### src/rtl/ysyx_22040750_mdu_pkg.sv
`default_nettype none
// ============================================================================
// Module   : ysyx_22040750_mdu_pkg
// Brief    : Shared widths, op-select bit indices, FSM state type and
//            special-case constants for the EX-stage multiply/divide unit.
// Revision : 1.0 - initial release
// ============================================================================
package ysyx_22040750_mdu_pkg;

  localparam int XLEN = 64;
  localparam int WLEN = 32;

  // Bit positions inside the one-hot {REM,DIV,MULH,MUL} select
  localparam int OP_MUL  = 0;
  localparam int OP_MULH = 1;
  localparam int OP_DIV  = 2;
  localparam int OP_REM  = 3;

  typedef enum logic [1:0] {
    ST_IDLE = 2'd0,
    ST_CALC = 2'd1,
    ST_DONE = 2'd2
  } mdu_state_e;

  localparam logic [XLEN-1:0] ALL_ONES     = {XLEN{1'b1}};
  localparam logic [XLEN-1:0] SIGNED_MIN   = {1'b1, {(XLEN-1){1'b0}}};
  // 32-bit signed minimum, already sign-extended to the full datapath
  localparam logic [XLEN-1:0] SIGNED_MIN_W = {{(XLEN-WLEN+1){1'b1}}, {(WLEN-1){1'b0}}};

  function automatic logic [XLEN-1:0] sext_word(input logic [WLEN-1:0] v);
    return {{(XLEN-WLEN){v[WLEN-1]}}, v};
  endfunction

  function automatic logic [XLEN-1:0] zext_word(input logic [WLEN-1:0] v);
    return {{(XLEN-WLEN){1'b0}}, v};
  endfunction

endpackage
`default_nettype wire

### src/rtl/ysyx_22040750_div_core.sv
`default_nettype none
// ============================================================================
// Module   : ysyx_22040750_div_core
// Brief    : One restoring-division step. Shifts the next dividend bit (MSB
//            of the quotient register) into the partial remainder, subtracts
//            the divisor when it fits, and shifts the quotient bit in.
// Revision : 1.0 - initial release
// ============================================================================
module ysyx_22040750_div_core
#(
  parameter int XLEN = ysyx_22040750_mdu_pkg::XLEN
) (
  input  logic [XLEN-1:0] rem,
  input  logic [XLEN-1:0] quot,
  input  logic [XLEN-1:0] divisor,
  output logic [XLEN-1:0] rem_next,
  output logic [XLEN-1:0] quot_next
);

  logic [XLEN:0]   w_shifted;
  logic [XLEN+1:0] w_diff;
  logic            w_fits;

  // Trial subtraction is one bit wider than the shifted remainder so the
  // borrow cleanly tells whether the divisor fits.
  always_comb begin
    w_shifted = {rem, quot[XLEN-1]};
    w_diff    = {1'b0, w_shifted} - {2'b00, divisor};
    w_fits    = ~w_diff[XLEN+1];
    rem_next  = w_fits ? w_diff[XLEN-1:0] : w_shifted[XLEN-1:0];
    quot_next = {quot[XLEN-2:0], w_fits};
  end

endmodule
`default_nettype wire

### src/rtl/ysyx_22040750_ex_mdu.sv
`default_nettype none
// ============================================================================
// Module   : ysyx_22040750_ex_mdu
// Brief    : Iterative multiply/divide unit of the EX stage. Handles MUL,
//            MULH(U), DIV(U), REM(U) and W variants, one bit per cycle, with
//            a valid/ready handshake towards EX/MEM.
//            Build option YSYX_22040750_MDU_FAST_MUL_EN: multiplication uses
//            a single-cycle combinational product (latency 2) instead of
//            the shift-add loop.
// Revision : 1.0 - initial release
// ============================================================================
module ysyx_22040750_ex_mdu
#(
  parameter int XLEN = ysyx_22040750_mdu_pkg::XLEN
) (
  input  logic            I_sys_clk,
  input  logic            I_rst,
  input  logic            I_start,
  input  logic [3:0]      I_op_sel,
  input  logic            I_signed,
  input  logic            I_word,
  input  logic [XLEN-1:0] I_src1,
  input  logic [XLEN-1:0] I_src2,
  input  logic            I_flush,
  input  logic            I_out_ready,
  output logic            O_busy,
  output logic            O_out_valid,
  output logic [XLEN-1:0] O_result
);

  import ysyx_22040750_mdu_pkg::*;

  localparam int              CNT_W   = $clog2(XLEN) + 1;
  localparam int              PW      = 2 * XLEN;
  localparam logic [CNT_W-1:0] CNT_ONE = CNT_W'(1);

  mdu_state_e       r_state;
  logic [CNT_W-1:0] r_cnt;
  logic [3:0]       r_op;
  logic             r_word;
  logic             r_prod_neg;   // also the quotient sign
  logic             r_rem_neg;
  logic [PW-1:0]    r_mcand;
  logic [PW-1:0]    r_prod;
  logic [XLEN-1:0]  r_mplier;
  logic [XLEN-1:0]  r_rem;
  logic [XLEN-1:0]  r_quot;
  logic [XLEN-1:0]  r_divisor;

  logic             w_op_onehot;
  logic             w_is_mul;
  logic             w_is_div;
  logic             w_word_eff;
  logic [XLEN-1:0]  w_ext1;
  logic [XLEN-1:0]  w_ext2;
  logic             w_neg1;
  logic             w_neg2;
  logic [XLEN-1:0]  w_mag1;
  logic [XLEN-1:0]  w_mag2;
  logic             w_div0;
  logic             w_ovf;
  logic             w_special;
  logic [XLEN-1:0]  w_special_res;
  logic [CNT_W-1:0] w_cnt_init;

  logic [PW-1:0]    w_prod_step;
  logic [PW-1:0]    w_prod_fin;
  logic [PW-1:0]    w_prod_fix;
  logic [XLEN-1:0]  w_rem_nx;
  logic [XLEN-1:0]  w_quot_nx;
  logic [XLEN-1:0]  w_quot_fix;
  logic [XLEN-1:0]  w_rem_fix;
  logic [XLEN-1:0]  w_sel;
  logic [XLEN-1:0]  w_calc_res;

  assign O_busy = (r_state != ST_IDLE);

  // Issue-side decode: operand extension, magnitudes and the divide special cases
  always_comb begin
    w_op_onehot = $onehot(I_op_sel);
    w_is_mul    = I_op_sel[OP_MUL] | I_op_sel[OP_MULH];
    w_is_div    = I_op_sel[OP_DIV] | I_op_sel[OP_REM];
    // MULH has no W form, so the word flag is dropped for it
    w_word_eff  = I_word & ~I_op_sel[OP_MULH];

    if (w_word_eff) begin
      w_ext1 = I_signed ? sext_word(I_src1[WLEN-1:0]) : zext_word(I_src1[WLEN-1:0]);
      w_ext2 = I_signed ? sext_word(I_src2[WLEN-1:0]) : zext_word(I_src2[WLEN-1:0]);
    end else begin
      w_ext1 = I_src1;
      w_ext2 = I_src2;
    end

    w_neg1 = I_signed & w_ext1[XLEN-1];
    w_neg2 = I_signed & w_ext2[XLEN-1];
    w_mag1 = w_neg1 ? -w_ext1 : w_ext1;
    w_mag2 = w_neg2 ? -w_ext2 : w_ext2;

    w_div0    = w_is_div & (w_ext2 == '0);
    w_ovf     = w_is_div & I_signed & (w_ext2 == ALL_ONES) &
                (w_ext1 == (w_word_eff ? SIGNED_MIN_W : SIGNED_MIN));
    w_special = w_div0 | w_ovf;

    if (w_div0) begin
      w_special_res = I_op_sel[OP_DIV] ? ALL_ONES :
                      (w_word_eff ? sext_word(I_src1[WLEN-1:0]) : I_src1);
    end else begin
      // Overflow: the quotient equals the (extended) dividend, i.e. MIN
      w_special_res = I_op_sel[OP_DIV] ? w_ext1 : '0;
    end

    w_cnt_init = w_word_eff ? CNT_W'(WLEN) : CNT_W'(XLEN);
`ifdef YSYX_22040750_MDU_FAST_MUL_EN
    if (w_is_mul) begin
      w_cnt_init = CNT_ONE;
    end
`endif
  end

  ysyx_22040750_div_core #(
    .XLEN (XLEN)
  ) u_div_core (
    .rem       (r_rem),
    .quot      (r_quot),
    .divisor   (r_divisor),
    .rem_next  (w_rem_nx),
    .quot_next (w_quot_nx)
  );

  // Iteration datapath: next product, sign fix-up and final result select
  always_comb begin
    w_prod_step = r_prod + (r_mplier[0] ? r_mcand : '0);
`ifdef YSYX_22040750_MDU_FAST_MUL_EN
    w_prod_fin  = {{XLEN{1'b0}}, r_mcand[XLEN-1:0]} * {{XLEN{1'b0}}, r_mplier};
`else
    w_prod_fin  = w_prod_step;
`endif
    w_prod_fix = r_prod_neg ? -w_prod_fin : w_prod_fin;
    w_quot_fix = r_prod_neg ? -w_quot_nx  : w_quot_nx;
    w_rem_fix  = r_rem_neg  ? -w_rem_nx   : w_rem_nx;

    if (r_op[OP_MUL]) begin
      w_sel = w_prod_fix[XLEN-1:0];
    end else if (r_op[OP_MULH]) begin
      w_sel = w_prod_fix[PW-1:XLEN];
    end else if (r_op[OP_DIV]) begin
      w_sel = w_quot_fix;
    end else begin
      w_sel = w_rem_fix;
    end

    w_calc_res = r_word ? sext_word(w_sel[WLEN-1:0]) : w_sel;
  end

  // Control FSM with registered result/valid and the working registers
  always_ff @(posedge I_sys_clk) begin
    if (I_rst) begin
      r_state     <= ST_IDLE;
      r_cnt       <= '0;
      r_op        <= '0;
      r_word      <= 1'b0;
      r_prod_neg  <= 1'b0;
      r_rem_neg   <= 1'b0;
      r_mcand     <= '0;
      r_prod      <= '0;
      r_mplier    <= '0;
      r_rem       <= '0;
      r_quot      <= '0;
      r_divisor   <= '0;
      O_result    <= '0;
      O_out_valid <= 1'b0;
    end else begin
      case (r_state)
        ST_IDLE: begin
          if (I_start && !I_flush && w_op_onehot) begin
            r_op       <= I_op_sel;
            r_word     <= w_word_eff;
            r_prod_neg <= w_neg1 ^ w_neg2;
            r_rem_neg  <= w_neg1;
            r_mcand    <= {{XLEN{1'b0}}, w_mag1};
            r_mplier   <= w_mag2;
            r_prod     <= '0;
            r_rem      <= '0;
            // W dividends start at the top so their MSB shifts out first
            r_quot     <= w_word_eff ? (w_mag1 << WLEN) : w_mag1;
            r_divisor  <= w_mag2;
            r_cnt      <= w_cnt_init;
            if (w_special) begin
              O_result    <= w_special_res;
              O_out_valid <= 1'b1;
              r_state     <= ST_DONE;
            end else begin
              r_state     <= ST_CALC;
            end
          end
        end
        ST_CALC: begin
          if (I_flush) begin
            O_out_valid <= 1'b0;
            r_state     <= ST_IDLE;
          end else begin
            r_prod   <= w_prod_step;
            r_mcand  <= r_mcand << 1;
            r_mplier <= r_mplier >> 1;
            r_rem    <= w_rem_nx;
            r_quot   <= w_quot_nx;
            r_cnt    <= r_cnt - CNT_ONE;
            if (r_cnt == CNT_ONE) begin
              O_result    <= w_calc_res;
              O_out_valid <= 1'b1;
              r_state     <= ST_DONE;
            end
          end
        end
        ST_DONE: begin
          if (I_flush || I_out_ready) begin
            O_out_valid <= 1'b0;
            r_state     <= ST_IDLE;
          end
        end
        default: begin
          O_out_valid <= 1'b0;
          r_state     <= ST_IDLE;
        end
      endcase
    end
  end

endmodule
`default_nettype wire

### config.mk
export PLATFORM = sky130hd
export DESIGN_NAME = ysyx_22040750_ex_mdu
export DESIGN_NICKNAME = d
export VERILOG_FILES = /design/src/rtl/ysyx_22040750_mdu_pkg.sv /design/src/rtl/ysyx_22040750_div_core.sv /design/src/rtl/ysyx_22040750_ex_mdu.sv
export SDC_FILE = /design/constraint.sdc
export NUM_CORES = 2
export LEC_CHECK = 0
export ABC_CLOCK_PERIOD_IN_PS = 13300
export CAP_MARGIN = 20
export CELL_PAD_IN_SITES_DETAIL_PLACEMENT = 0
export CELL_PAD_IN_SITES_GLOBAL_PLACEMENT = 2
export CORE_MARGIN = 2
export CORE_UTILIZATION = 39
export CTS_CLUSTER_SIZE = 10
export DETAILED_ROUTE_END_ITERATION = 16
export PLACE_DENSITY = 0.95
export SLEW_MARGIN = 0
export SYNTH_ARGS = -nofsm -noshare
export SYNTH_HDL_FRONTEND = slang
export SYNTH_SLANG_ARGS = --single-unit
### constraint.sdc
create_clock -name I_sys_clk -period 13.3 [get_ports I_sys_clk]
set_input_delay 3.325 -clock I_sys_clk [delete_from_list [all_inputs] [get_ports I_sys_clk]]
set_output_delay 3.325 -clock I_sys_clk [all_outputs]
set_load 0.05 [all_outputs]
==> summary.txt <==
Power
  • Peak supply drop: 793 uV
  • Total Power: 16400 uW
  • Leak: 0.0214 uW
  • Pwr dens: 280 nW/um2

CTS
  • Post-CTS Setup Bufs: 0
  • CTS max path bufs: 3
  • Clock net sink count: 592
  • Post-CTS Hold Fix Bufs: 0
  • Worst-skew pair later-pin latency: 720 ps
  • CTS root buf: clkbuf_16
  • H-tree levels: 3
  • CTS tree: built
  • CTS Buf Count: 79
  • Cts repair resizes: 0
  • Clk pin slew, worst setup/hold paths: 60 ps

Logic synthesis
  • Yosys top cell by area: dfxtp_1
  • Post-Synth Simple-Gate Area: 0.278
  • Post-Synthesis Cells: 7693
  • Sequential cell area fraction in the yosys report: 0.225
  • Top cells by area, synth: dfxtp_1 (22%), a21oi_1 (8.0%), nor2_1 (6.9%)
  • Adder-Cell Fraction of Synth Area: 0.0540
  • Synth warn: 0
  • Yosys cell types: 108
  • Mean area per synthesized cell: 6.85 um2
  • Synth Area in XOR/XNOR: 0.0748
  • Synthesized area: 52700 um2
  • Compound-gate portion of the synthesized area: 0.304
  • Post-Synthesis Net Count: 8036
  • Post-synthesis mux area share: 0.0131
  • Post-synthesis async set-or-reset flop share: 0
  • Combinational family with the most area after synthesis: compound AO/OA/AOI/OAI gates
  • Number of synthesized flops with an enable pin: 0
  • #FFs+latches synth: 592
  • Synth top area share: 0.225
  • Top_reg_cell synth: dfxtp_1

Placement
  • Inst Count DP: 9235
  • Placer's final routability congestion estimate: 1.06
  • Pre-CTS WS: 3900 ps
  • I/O Buffers: 204
  • DP Wirelength: 216000 um
  • Post-DP Area: 56000 um2

Worst setup path
  • Slowest CP cell: nor4b_1
  • Most frequent CP cell: buf_4
  • R2R Path Start: r_mplier[0]
  • Worst reg2reg path depth: 19
  • R2r endpoint: O_result[47]
  • Critical path startpoint category: primary input
  • Crit-path max FO: 44
  • Worst setup path startpoint: I_src2[12]
  • Slowest cell delay on critical path: 700 ps
  • Critical path arrival: 9430 ps
  • Worst endpoint required time: 13880 ps
  • Crit path cell chain: clkdlybuf4s50_1 -> or4_1 -> nor4b_1 -> nand4_1 -> nor3_1 -> and4b_1 -> and3_2 -> buf_4 -> nand3b_1 -> a21boi_4 -> buf_4 -> nor2_4 -> buf_4 -> a32oi_1 -> o21ai_0 -> a2111oi_0 -> nor3_2
  • Crit path kind: primary input to flip-flop
  • Reg-to-reg setup timing slack: 4520 ps
  • CP endpoint kind: flip-flop

Worst hold path
  • Hold endpoint: O_result[14]
  • Worst hold path type: flip-flop to flip-flop
  • Worst Hold Launch: O_result[14]
  • Worst hold path cell count: 2

Status
  • Status: finished clean

Cells and area
  • Non-Filler Instances: 9370
  • Design Area, Final: 58600 um2
  • P&R area growth vs syn: 11.1%
  • Layout cells sized above 1: 0.0492
  • Nets: 7893

STA
  • Final Hold Viols: 0
  • Pins Over Slew Limit: 0
  • Period utilization: 0.666
  • Clk_skew: 55.1 ps
  • PnR worst setup slack: 4450 ps
  • Slew headroom: 0.131
  • Worst-Margin Slew: 1270 ps
  • Max Freq: 0.113 GHz
  • Sum Neg Setup Slack: 0 ps
  • RSZ-0062 raised after global routing: false
  • Minimum clock period: 8850 ps
  • # setup viols final: 0

Die
  • Die X: 372 um
  • # rows: 134
  • Initial Util: 0.394
  • IO Count: 205
  • Die height: 372 um
  • CORE AREA: 134000 um2
  • Die ar.: 138000 um2

Detailed routing
  • Pre-Repair DR Iteration Count: 8
  • Routed wire length: 275000 um
  • WL/cell: 29.3 um
  • Vias: 62108
  • Initial drt markers: 8968
  • Number of remaining DRC errors: 0
  • ANT nets after route: 0
  • Via-to-Cell Ratio: 6.63

Global routing
  • Total Routing Usage GR: 0.382
  • Vias in the first global route: 55134
  • GRT overflow: 0
  • Pin count of the biggest net entering global routing: 193
  • Global-route wire length before repair: 395000 um
  • Initial antenna violation count: 12

Flow run
  • MaxCap Viol Count: 0
cell usage in the layout (no fill, tap or decap), types with 36 or more instances in the layout:
master | netlist | layout
a211oi_1 | 154 | 153
a21o_1 | 101 | 101
a21oi_1 | 840 | 839
a221oi_1 | 84 | 84
a22oi_1 | 83 | 83
a311oi_1 | 42 | 42
a31oi_1 | 139 | 139
and2_1 | 164 | 164
and3_1 | 46 | 45
buf_4 | 2 | 121
clkbuf_16 | 0 | 79
clkdlybuf4s50_1 | 0 | 202
dfxtp_1 | 592 | 586
ha_1 | 201 | 201
inv_1 | 151 | 150
mux2i_1 | 60 | 60
nand2_1 | 888 | 885
nand2b_1 | 40 | 38
nand3_1 | 280 | 279
nand4_1 | 145 | 145
nor2_1 | 965 | 958
nor3_1 | 233 | 232
nor4_1 | 74 | 73
o211ai_1 | 79 | 79
o21a_1 | 41 | 41
o21ai_0 | 469 | 469
o31ai_1 | 82 | 82
or2_2 | 36 | 36
or3_1 | 79 | 79
or4_1 | 47 | 47
xnor2_1 | 270 | 270
xor2_1 | 180 | 180
Yosys cell counts (145+ instances only):
cell      count
dfxtp_1     592
nor3_1      233
a211oi_1    154
xnor2_1     270
o21ai_0     469
ha_1        201
clkbuf_1    502
and2_1      164
nor2_1      965
inv_1       151
a21oi_1     840
nand3_1     280
xor2_1      180
nand2_1     888
nand4_1     145
cell families (layout without fill, tap and decap cells):
kind of cell	count (synthesis)	after routing
AOI/OAI and AO/OA	2510	2510
xor gates and xnor gates	450	450
adders and majority gates	231	231
buffers and inverters	710	616
DFF	592	592
muxes	68	68
other	0	3
and+or+nand+nor	3132	3132
area by class of cell:
cell class	instances	area, um2
flip-flops and latches	592	11900
fillers	14136	75200
multi-input cells	6391	38300
well taps	1768	2210
repair buffers	333	3040
clock buffers	102	2150
clock inverters	28	374
diodes	3	7.51
inverters	153	574
metrics by stage:
stage / hold WS, ps / utilization
2_1_floorplan: 432 / -
3_3_place_gp: 441 / 0.418
3_5_place_dp: 449 / 0.419
4_1_cts: 457 / 0.437
5_1_grt: 475 / 0.438
6_report: 454 / 0.438
state kept, by name (all words and copies together) (netlist names), 2 cells and up:
register,cells
r_cnt,7
O_result,64
r_state,2
r_quot,64
r_mplier,64
r_prod,128
r_op,3
r_divisor,64
r_mcand,128
r_rem,64
worst max-delay path: cells and delay by family:
family	cells	cell delay [ps]
buffers and inverters	4	1690
AND/OR/NAND/NOR	9	3150
AO/OA/AOI/OAI	4	1240
worst max-delay path by stage:
stage                   endpoint  slack, ps  cells past startpoint
floorplan           O_result[63]       6120                     15
detailed placement  O_result[46]       3900                     17
finish              O_result[46]       4450                     17
CTS                 O_result[46]       4600                     17
global placement    O_result[46]       4110                     17
global route        O_result[46]       4030                     17
power breakdown:
part | switching (uW) | internal (uW) | total (uW) | leakage, uW
combinational | 8440 | 3740 | 12200 | 0.0154
sequential | 164 | 1890 | 2050 | 0.00479
clock | 931 | 1240 | 2170 | 0.00123
total | 9540 | 6870 | 16400 | 0.0214
metal layers:
metal	track usage	routed length [um]	up-vias
met2	0.548	112000	3652
met4	0.144	12300	4
met3	0.0975	32600	486
met1	0.542	118000	29991
li1	-	-	27975
met5	0	27	-
Note: power is estimated with default switching activity, not from simulation.
